`src/rtl/seq_detect_pkg.sv`:
```
// seq_detect_pkg: shared types and pattern-analysis helpers for seq_detect_fsm.
//   MAX_PAT_LEN / MAX_STATE_W : largest supported pattern and its state width.
//   pat_bit()     : bit of a pattern at a run-time index.
//   next_state()  : KMP advance/fallback for one consumed bit.
//   border_len()  : longest proper prefix that is also a suffix.
// Patterns are passed zero-extended to MAX_PAT_LEN with the live length, so a
// run-time pattern is analysed exactly like a DEF_PATTERN.
package seq_detect_pkg;

  localparam int MAX_PAT_LEN = 16;
  localparam int MAX_STATE_W = $clog2(MAX_PAT_LEN);

  typedef logic [MAX_PAT_LEN-1:0] pat_t;

  // A shift keeps the run-time index free of select-width concerns.
  function automatic logic pat_bit(input pat_t pat, input int idx);
    pat_t sh;
    sh = pat >> idx;
    return sh[0];
  endfunction

  // Largest k < pat_len such that (first `state` pattern bits, then a) ends in
  // the pattern's k-bit prefix. Covers the advance, the mismatch fallback and
  // the post-hit border in one rule; pattern bit 0 of the prefix is the MSB.
  function automatic int next_state(input pat_t pat, input int state,
                                    input logic a, input int pat_len);
    int   best;
    int   j;
    logic ok;
    logic sb;
    best = 0;
    for (int k = 1; k < MAX_PAT_LEN; k++) begin
      if (k < pat_len && k <= state + 1) begin
        ok = 1'b1;
        for (int i = 0; i < MAX_PAT_LEN; i++) begin
          if (i < k) begin
            j  = state + 1 - k + i;
            sb = (j == state) ? a : pat_bit(pat, pat_len - 1 - j);
            if (sb != pat_bit(pat, pat_len - 1 - i)) ok = 1'b0;
          end
        end
        if (ok) best = k;
      end
    end
    return best;
  endfunction

  // Longest proper prefix of the pattern that is also a suffix of it.
  function automatic int border_len(input pat_t pat, input int pat_len);
    int   best;
    logic ok;
    best = 0;
    for (int k = 1; k < MAX_PAT_LEN; k++) begin
      if (k < pat_len) begin
        ok = 1'b1;
        for (int i = 0; i < MAX_PAT_LEN; i++) begin
          if (i < k && pat_bit(pat, pat_len - 1 - i) != pat_bit(pat, k - 1 - i))
            ok = 1'b0;
        end
        if (ok) best = k;
      end
    end
    return best;
  endfunction

endpackage

```
`src/rtl/sat_counter.sv`:
```
// sat_counter: saturating up-counter with synchronous clear.
//   clk, reset : rising-edge clock, synchronous active-high reset.
//   inc        : count one event (ignored once saturated).
//   clr        : clear; with inc in the same cycle the result is 1.
//   count      : current count.    sat : count is all-ones.
module sat_counter #(
  parameter int CNT_W = 8
) (
  input  logic             clk,
  input  logic             reset,
  input  logic             inc,
  input  logic             clr,
  output logic [CNT_W-1:0] count,
  output logic             sat
);

  assign sat = &count;

  // NOTE: sequential state is written only with <= so every register samples
  // the pre-edge values, independent of block ordering.
  always_ff @(posedge clk) begin
    if (reset) begin
      count <= '0;
    end else if (clr) begin
      count <= inc ? CNT_W'(1) : '0;
    end else if (inc && !sat) begin
      count <= count + CNT_W'(1);
    end
  end

endmodule

```
`src/rtl/seq_detect_fsm.sv`:
```
// seq_detect_fsm: serial pattern detector with runtime pattern/overlap config.
//   clk, reset   : rising-edge clock, synchronous active-high reset.
//   en, a        : sample enable and serial data bit.
//   cfg_load     : load cfg_pattern (MSB first) and cfg_overlap; restarts search.
//   clr_cnt      : clear the hit counter.
//   state        : matched-prefix length 0..PAT_LEN-1.
//   match        : registered one-cycle hit pulse.
//   match_cnt    : saturating hit count.   cnt_sat : match_cnt is all-ones.
// PAT_LEN must lie in 2..MAX_PAT_LEN.
module seq_detect_fsm
  import seq_detect_pkg::*;
#(
  parameter int                 PAT_LEN     = 4,
  parameter int                 CNT_W       = 8,
  parameter logic [PAT_LEN-1:0] DEF_PATTERN = 4'b1011,
  parameter logic               DEF_OVERLAP = 1'b1
) (
  input  logic                       clk,
  input  logic                       reset,
  input  logic                       en,
  input  logic                       a,
  input  logic                       cfg_load,
  input  logic [PAT_LEN-1:0]         cfg_pattern,
  input  logic                       cfg_overlap,
  input  logic                       clr_cnt,
  output logic [$clog2(PAT_LEN)-1:0] state,
  output logic                       match,
  output logic [CNT_W-1:0]           match_cnt,
  output logic                       cnt_sat
);

  localparam int STATE_W = $clog2(PAT_LEN);

  logic [PAT_LEN-1:0] pat_q;
  logic               overlap_q;
  logic [STATE_W-1:0] state_q;
  logic               match_q;

  pat_t               pat_ext;
  logic               exp_bit;
  logic               hit;
  logic [STATE_W-1:0] fall_state;
  logic [STATE_W-1:0] border_state;

  assign pat_ext = pat_t'(pat_q);

  // NOTE: every always_comb output gets a value on every path (here
  // unconditionally), so no latch can be inferred.
  always_comb begin
    exp_bit      = pat_bit(pat_ext, PAT_LEN - 1 - int'(state_q));
    hit          = en && !cfg_load && (a == exp_bit) &&
                   (int'(state_q) == PAT_LEN - 1);
    fall_state   = STATE_W'(next_state(pat_ext, int'(state_q), a, PAT_LEN));
    border_state = STATE_W'(border_len(pat_ext, PAT_LEN));
  end

  always_ff @(posedge clk) begin
    if (reset) begin
      state_q   <= '0;
      match_q   <= 1'b0;
      pat_q     <= DEF_PATTERN;
      overlap_q <= DEF_OVERLAP;
    end else if (cfg_load) begin
      // The bit presented with a load belongs to neither pattern: drop it.
      pat_q     <= cfg_pattern;
      overlap_q <= cfg_overlap;
      state_q   <= '0;
      match_q   <= 1'b0;
    end else if (en) begin
      match_q <= hit;
      if (hit) state_q <= overlap_q ? border_state : '0;
      else     state_q <= fall_state;
    end else begin
      match_q <= 1'b0;
    end
  end

  assign state = state_q;
  assign match = match_q;

  // Reset dominates inside the counter, so a hit coinciding with reset
  // is never counted.
  sat_counter #(
    .CNT_W (CNT_W)
  ) u_cnt (
    .clk   (clk),
    .reset (reset),
    .inc   (hit),
    .clr   (clr_cnt),
    .count (match_cnt),
    .sat   (cnt_sat)
  );

endmodule

```
`config.mk`:
```
export PLATFORM = sky130hd
export DESIGN_NAME = seq_detect_fsm
export DESIGN_NICKNAME = d
export VERILOG_FILES = /design/src/rtl/seq_detect_pkg.sv /design/src/rtl/sat_counter.sv /design/src/rtl/seq_detect_fsm.sv
export SDC_FILE = /design/constraint.sdc
export NUM_CORES = 1
export LEC_CHECK = 0
export ABC_AREA = 1
export CORE_MARGIN = 3
export CORE_UTILIZATION = 55
export CTS_CLUSTER_DIAMETER = 80
export DETAILED_ROUTE_END_ITERATION = 7
export PLACE_DENSITY = 0.81
export SLEW_MARGIN = 40
export SYNTH_ARGS = -nofsm -noshare
export SYNTH_HDL_FRONTEND = slang
export SYNTH_SLANG_ARGS = --single-unit
```
`constraint.sdc`:
```
create_clock -name clk -period 3.42 [get_ports clk]
set_clock_uncertainty 0.05 [all_clocks]
set_input_delay 0.342 -clock clk [delete_from_list [all_inputs] [get_ports clk]]
set_output_delay 0.342 -clock clk [all_outputs]
set_load 0.02 [all_outputs]
```
* Word-level counts from Yosys, hierarchy flattened
Cells that the tools add are included.
** Word-level totals
- Register bits :: 16
- Output and inout port bits :: 12
- Logic and storage cells :: 95
** Cells by class
- Add/sub/neg operators :: 15
- Magnitude comparators :: 3
- Eq/ne operators :: 20
- Shift-type cells :: 7
- Multiplexer cells :: 34
- Bitwise operators :: 1
- Reductions and logical operators :: 10
** Operator list (count)
- right shift 4 x 32 -> 1 bit :: 7
- equality test 32 x 3 -> 1 bit :: 6
- subtractor 3 x 32 -> 32 bit (first input constant) :: 6
- adder 32 x 2 -> 32 bit (second input constant) :: 2
- less-or-equal comparator 3 x 32 -> 1 bit (first input constant) :: 2
- subtractor 32 x 3 -> 32 bit (second input constant) :: 2
- adder 32 x 3 -> 32 bit (second input constant) :: 1
- less-or-equal comparator 2 x 32 -> 1 bit (first input constant) :: 1
- subtractor 32 x 2 -> 32 bit (second input constant) :: 1
- 2-to-1 mux 1 bit :: 24
- 2-to-1 mux 2 bit :: 8
- 2-to-1 mux 8 bit :: 2
- inequality test 1 bit :: 12
- adder 8 x 1 -> 8 bit (second input constant) :: 1
- AND reduction 8 bit :: 1
- logical AND 1 bit :: 4
- adder 2 x 1 -> 3 bit (second input constant) :: 1
- OR reduction 3 bit :: 1
- subtractor 2 x 2 -> 3 bit (first input constant) :: 1
- equality test 2 x 1 -> 1 bit (second input constant) :: 1
- logical NOT 1 bit :: 2
- nonzero test 2 bit :: 1
- OR reduction 2 bit :: 1
- equality test 1 bit :: 1
- inverter 1 bit :: 1

* Logic depth before layout (Yosys ltp)
- Depth after elaboration :: 15
- Gate-level depth with buffers :: 19
- Depth with buffers taken out :: 19

* Modules after synthesis
Synthesis repeated with hierarchy kept, for this count alone.
** Unflattened totals
- Cells, all modules :: 262
- Area total of the unflattened synthesis :: 1765.4 µm²
** By module, submodules not included
- seq_detect_fsm :: times used 1, cells an instance 189, area each 1256.2 µm², sequential area each 160.2 µm²
- sat_counter :: times used 1, cells an instance 73, area each 509.2 µm², sequential area each 160.2 µm²

* Worst setup path before layout
No wires, ideal clock.
- Kind :: reg2reg
- Start point :: register state_q[1] (netlist: state[1])
- End point :: register state_q[0] (netlist: state[0])
- Arrival time :: 2.798 ns
- Data required time :: 3.300 ns
- Setup slack :: 0.502 ns
- Stages on the path, launching flop included :: 18
- Buffers on the path :: 0
- Period minus slack after synthesis :: 2.918 ns
- Cells stage by stage :: dfxtp_1 inv_1 ha_1 inv_2 nand2_1 nand2_1 fa_1 inv_1 ha_1 a21boi_0 nand3_1 nand3_1 nand2_1 nor2_1 nand2_1 nand3_1 nand2_1 a21oi_1
** Between the ends
- Longest elaborated chain between the ends :: 15
- Elaborated cells between the ends (all ways) :: 62
- Those cells by class :: add/sub (14); order compare (3); eq/ne (14); shift (7); mux (22); reduce/logical (2)
** RTL lines
- start, declared :: line seq_detect_fsm.sv:36 : logic [STATE_W-1:0] state_q;
- start signal, assigned :: line seq_detect_fsm.sv:71 : if (hit) state_q <= overlap_q ? border_state : '0;
- start signal, assigned :: line seq_detect_fsm.sv:72 : else state_q <= fall_state;
- branches (longest 14 deep; another with subtractor 32 x 3 -> 32 bit)
- 2-to-1 mux 2 bit * :: line seq_detect_fsm.sv:71
Mark *: on every way between the ends. The select of a mux whose other input is x is not followed.
A chain may end at the register's enable or synchronous reset.

* Worst setup path after layout
- Start point :: register state_q[0] (netlist: state[0])
- End point :: register state_q[0] (netlist: state[0])
The elaborated chain is that of the path after synthesis.

==> summary.md <==
| Metric | Value |
|---|---|
| Status | `finished, final reports clean` |
| Pin count of the biggest net entering global routing | `12` |
| Startpoint types | `register` |
| Detailed Place HPWL | `2.84 mm` |
| Most frequent cells in the layout | `nand2_1, inv_1, nand3_1` |
| Initial antenna violation count | `0` |
| Hold Crit Class | `register to register` |
| WP data required | `3.59 ns` |
| Dpl cells | `299` |
| Vias per cell | `5.29` |
| Setup TNS | `0 ns` |
| Number of diodes | `0` |
| MaxCap Viol Count | `0` |
| Nets | `309` |
| Initial drt markers | `90` |
| Via count | `1,602` |
| Post-CTS Resized | `0` |
| Critical path buffer and inverter count | `3` |
| # IOs | `23` |
| Skew-Pair Late Insertion Delay | `0.29 ns` |
| RSZ-0062 raised after global routing | `false` |
| WL/cell | `11.7 um` |
| Yosys cell types | `28` |
| DP Worst Slack | `0.454 ns` |
| Number of CTS-inserted buffers | `3` |
| Final setup fails | `0` |
| Hold path startpoint | `state[1]$_SDFFE_PP0P_` |
| Area contributors post-synth | `dfxtp_1, ha_1, nand2_1` |
| Routed WL | `3.53 mm` |
| Commonest non-fill, non-tap cell in the layout | `nand2_1` |
| Critical path startpoint | `state[0]$_SDFFE_PP0P_` |
| # DRC | `0` |
| Leakage | `0.948 nW` |
| Area leader, netlist | `dfxtp_1` |
| Vias in the first global route | `1,418` |
| Final Non-Filler Cells | `303` |
| PwrDens | `248 mW/mm^2` |
| Synthesized cell area | `0.00164 sq mm` |
| Critical R2R Launch | `state[0]$_SDFFE_PP0P_` |
| Final Worst Setup Slack | `0.425 ns` |
| CTS max path bufs | `2` |
| H-tree Lvls | `1` |
| Crit end category | `register` |
| Number of synthesis warnings | `0` |
| Synth-to-Final Area Change | `18.2%` |
| Final Max Tran Viols | `0` |
| CTS clk-pin slew, worst paths | `0.09 ns` |
| Die W | `60.6 um` |
| Cells after synthesis | `242` |
| Worst-path fanout max | `11` |
| CP delay by family, top | `adder cells` |
| First-pass GRT wire length | `5.95 mm` |
| Post-CTS Setup Bufs | `0` |
| Total Routing Usage GR | `21.0%` |
| Synth Register Bits | `16` |
| Starting density of the core | `58.5%` |
| Die area | `0.00368 sq mm` |
| Rows | `19` |
| Synth top area share | `19.5%` |
| Length of the first detailed-routing pass in iterations | `4` |
| Final ANT Viol Nets | `0` |
| Crit-path cells | `inv_2, ha_1, inv_2, nand2_1, nand2_1, fa_1, inv_1, ha_1, a21boi_0, nand3_1, nand3_1, nand2_1, nor2_1, nand2_1, nand3_1, nand2_1, a21oi_1` |
| Crit path kind | `register to register` |
| I/O Buffers | `22` |
| Peak VDD IR | `0.000211 V` |
| TritonCTS clock tree | `built` |
| Endpoints failing hold | `0` |
| Max Fclk | `334 MHz` |
| Grt ovf | `0` |
| Layout cell share with drive strength beyond 1 | `9.19%` |
| Slowest-stage cell, CP | `dfxtp_1` |
| Worst EP arrival | `3.17 ns` |
| Gpl congestion | `0.917` |
| Cell repeated most along the worst path | `nand2_1` |
| Syn avg cell area | `6.78 sq um` |
| Design Power | `0.481 mW` |
| Slowest stage delay, CP | `0.44 ns` |
| Final Cycle Share | `87.6%` |
| Core Box Area | `0.00281 sq mm` |
| Minimum clock period | `2.99 ns` |
| Sequential area share after synthesis | `19.5%` |
| Clk root buf | `clkbuf_4` |
| Hold Buf Count CTS | `0` |
| Clock Sinks | `16` |
| Die height | `60.6 um` |
-- registers in the layout (all words and copies together), names as in the netlist --
signal,flops
match,1
overlap_q,1
pat_q,4
state,2
u_cnt.count,8
-- cell usage after synthesis --
| master | n |
|---|---|
| conb_1 | 1 |
| a32o_1 | 1 |
| nor2_1 | 21 |
| nand2_2 | 8 |
| nand3_4 | 1 |
| xnor2_1 | 2 |
| nand3_2 | 1 |
| o21ai_0 | 12 |
| inv_1 | 30 |
| nand4_1 | 4 |
| a31oi_1 | 1 |
| nor2_4 | 3 |
| a21boi_0 | 1 |
| buf_4 | 1 |
| nor3_4 | 1 |
| nand3_1 | 29 |
| dfxtp_1 | 16 |
| o21ai_2 | 1 |
| inv_2 | 3 |
| nand2_4 | 1 |
| xor2_1 | 2 |
| fa_1 | 4 |
| nor3_1 | 1 |
| buf_6 | 2 |
| a21oi_1 | 15 |
| a211oi_1 | 1 |
| nand2_1 | 58 |
| ha_1 | 21 |
-- metrics by stage --
| stage | hold WS (ns) | util, % | instance area (sq um) |
|---|---|---|---|
| after global placement | 0.421 | 67.9 | 1900 |
| after CTS | 0.444 | 69.2 | 1940 |
| after floorplan | 0.376 | - | 1660 |
| after detailed placement | 0.429 | 67.9 | 1900 |
| final | 0.440 | 69.2 | 1940 |
| after global routing | 0.463 | 69.2 | 1940 |
-- worst paths after layout --
path         cells past startpoint  slack, ns                    end
max                             17       0.43  state[0]$_SDFFE_PP0P_
min                              2       0.44  state[1]$_SDFFE_PP0P_
max reg2reg                     17       0.43  state[0]$_SDFFE_PP0P_
min reg2reg                      2       0.44  state[1]$_SDFFE_PP0P_
-- worst reg2reg max path, stage by stage (launching register included) --
cell	delay, ns
dfxtp_1	0.44
inv_2	0.15
ha_1	0.41
inv_2	0.11
nand2_1	0.07
nand2_1	0.14
fa_1	0.45
inv_1	0.07
ha_1	0.13
a21boi_0	0.22
nand3_1	0.12
nand3_1	0.10
nand2_1	0.05
nor2_1	0.09
nand2_1	0.10
nand3_1	0.09
nand2_1	0.05
a21oi_1	0.11
-- logic make-up (layout without fill, tap and decap cells) --
| family | after synthesis | after routing | share of synthesized area, % |
|---|---|---|---|
| DFF | 16 | 16 | 19.5 |
| AOI/OAI and AO/OA | 32 | 32 | 10.7 |
| adders and majority gates | 25 | 25 | 20.9 |
| xor gates and xnor gates | 4 | 4 | 2.13 |
| and+or+nand+nor | 128 | 128 | 37.2 |
| other | 1 | 6 | 0.228 |
| buffers and inverters | 36 | 61 | 9.38 |
-- area by class of cell --
type / instances / area [sq um]
Clock buffer: 4 / 36.3
Fill cell: 262 / 865
Inverter: 33 / 124
Multi-Input combinational cell: 195 / 1190
Sequential cell: 16 / 320
Tap cell: 31 / 38.8
Timing Repair Buffer: 24 / 235
-- layer usage --
metal,track usage (%),up-vias,wire length [um]
met5,0,-,0
met4,3.10,0,31
met3,4.47,4,141
met2,35.0,42,1640
met1,28.5,723,1720
li1,-,833,-
-- power breakdown --
| part | total, mW | switching, mW | leakage [nW] | internal, mW |
|---|---|---|---|---|
| clock | 0.124 | 0.0591 | 0.0210 | 0.0649 |
| combinational | 0.158 | 0.0956 | 0.796 | 0.0624 |
| sequential | 0.199 | 0.00774 | 0.130 | 0.191 |
(Power assumes the default switching activity.)
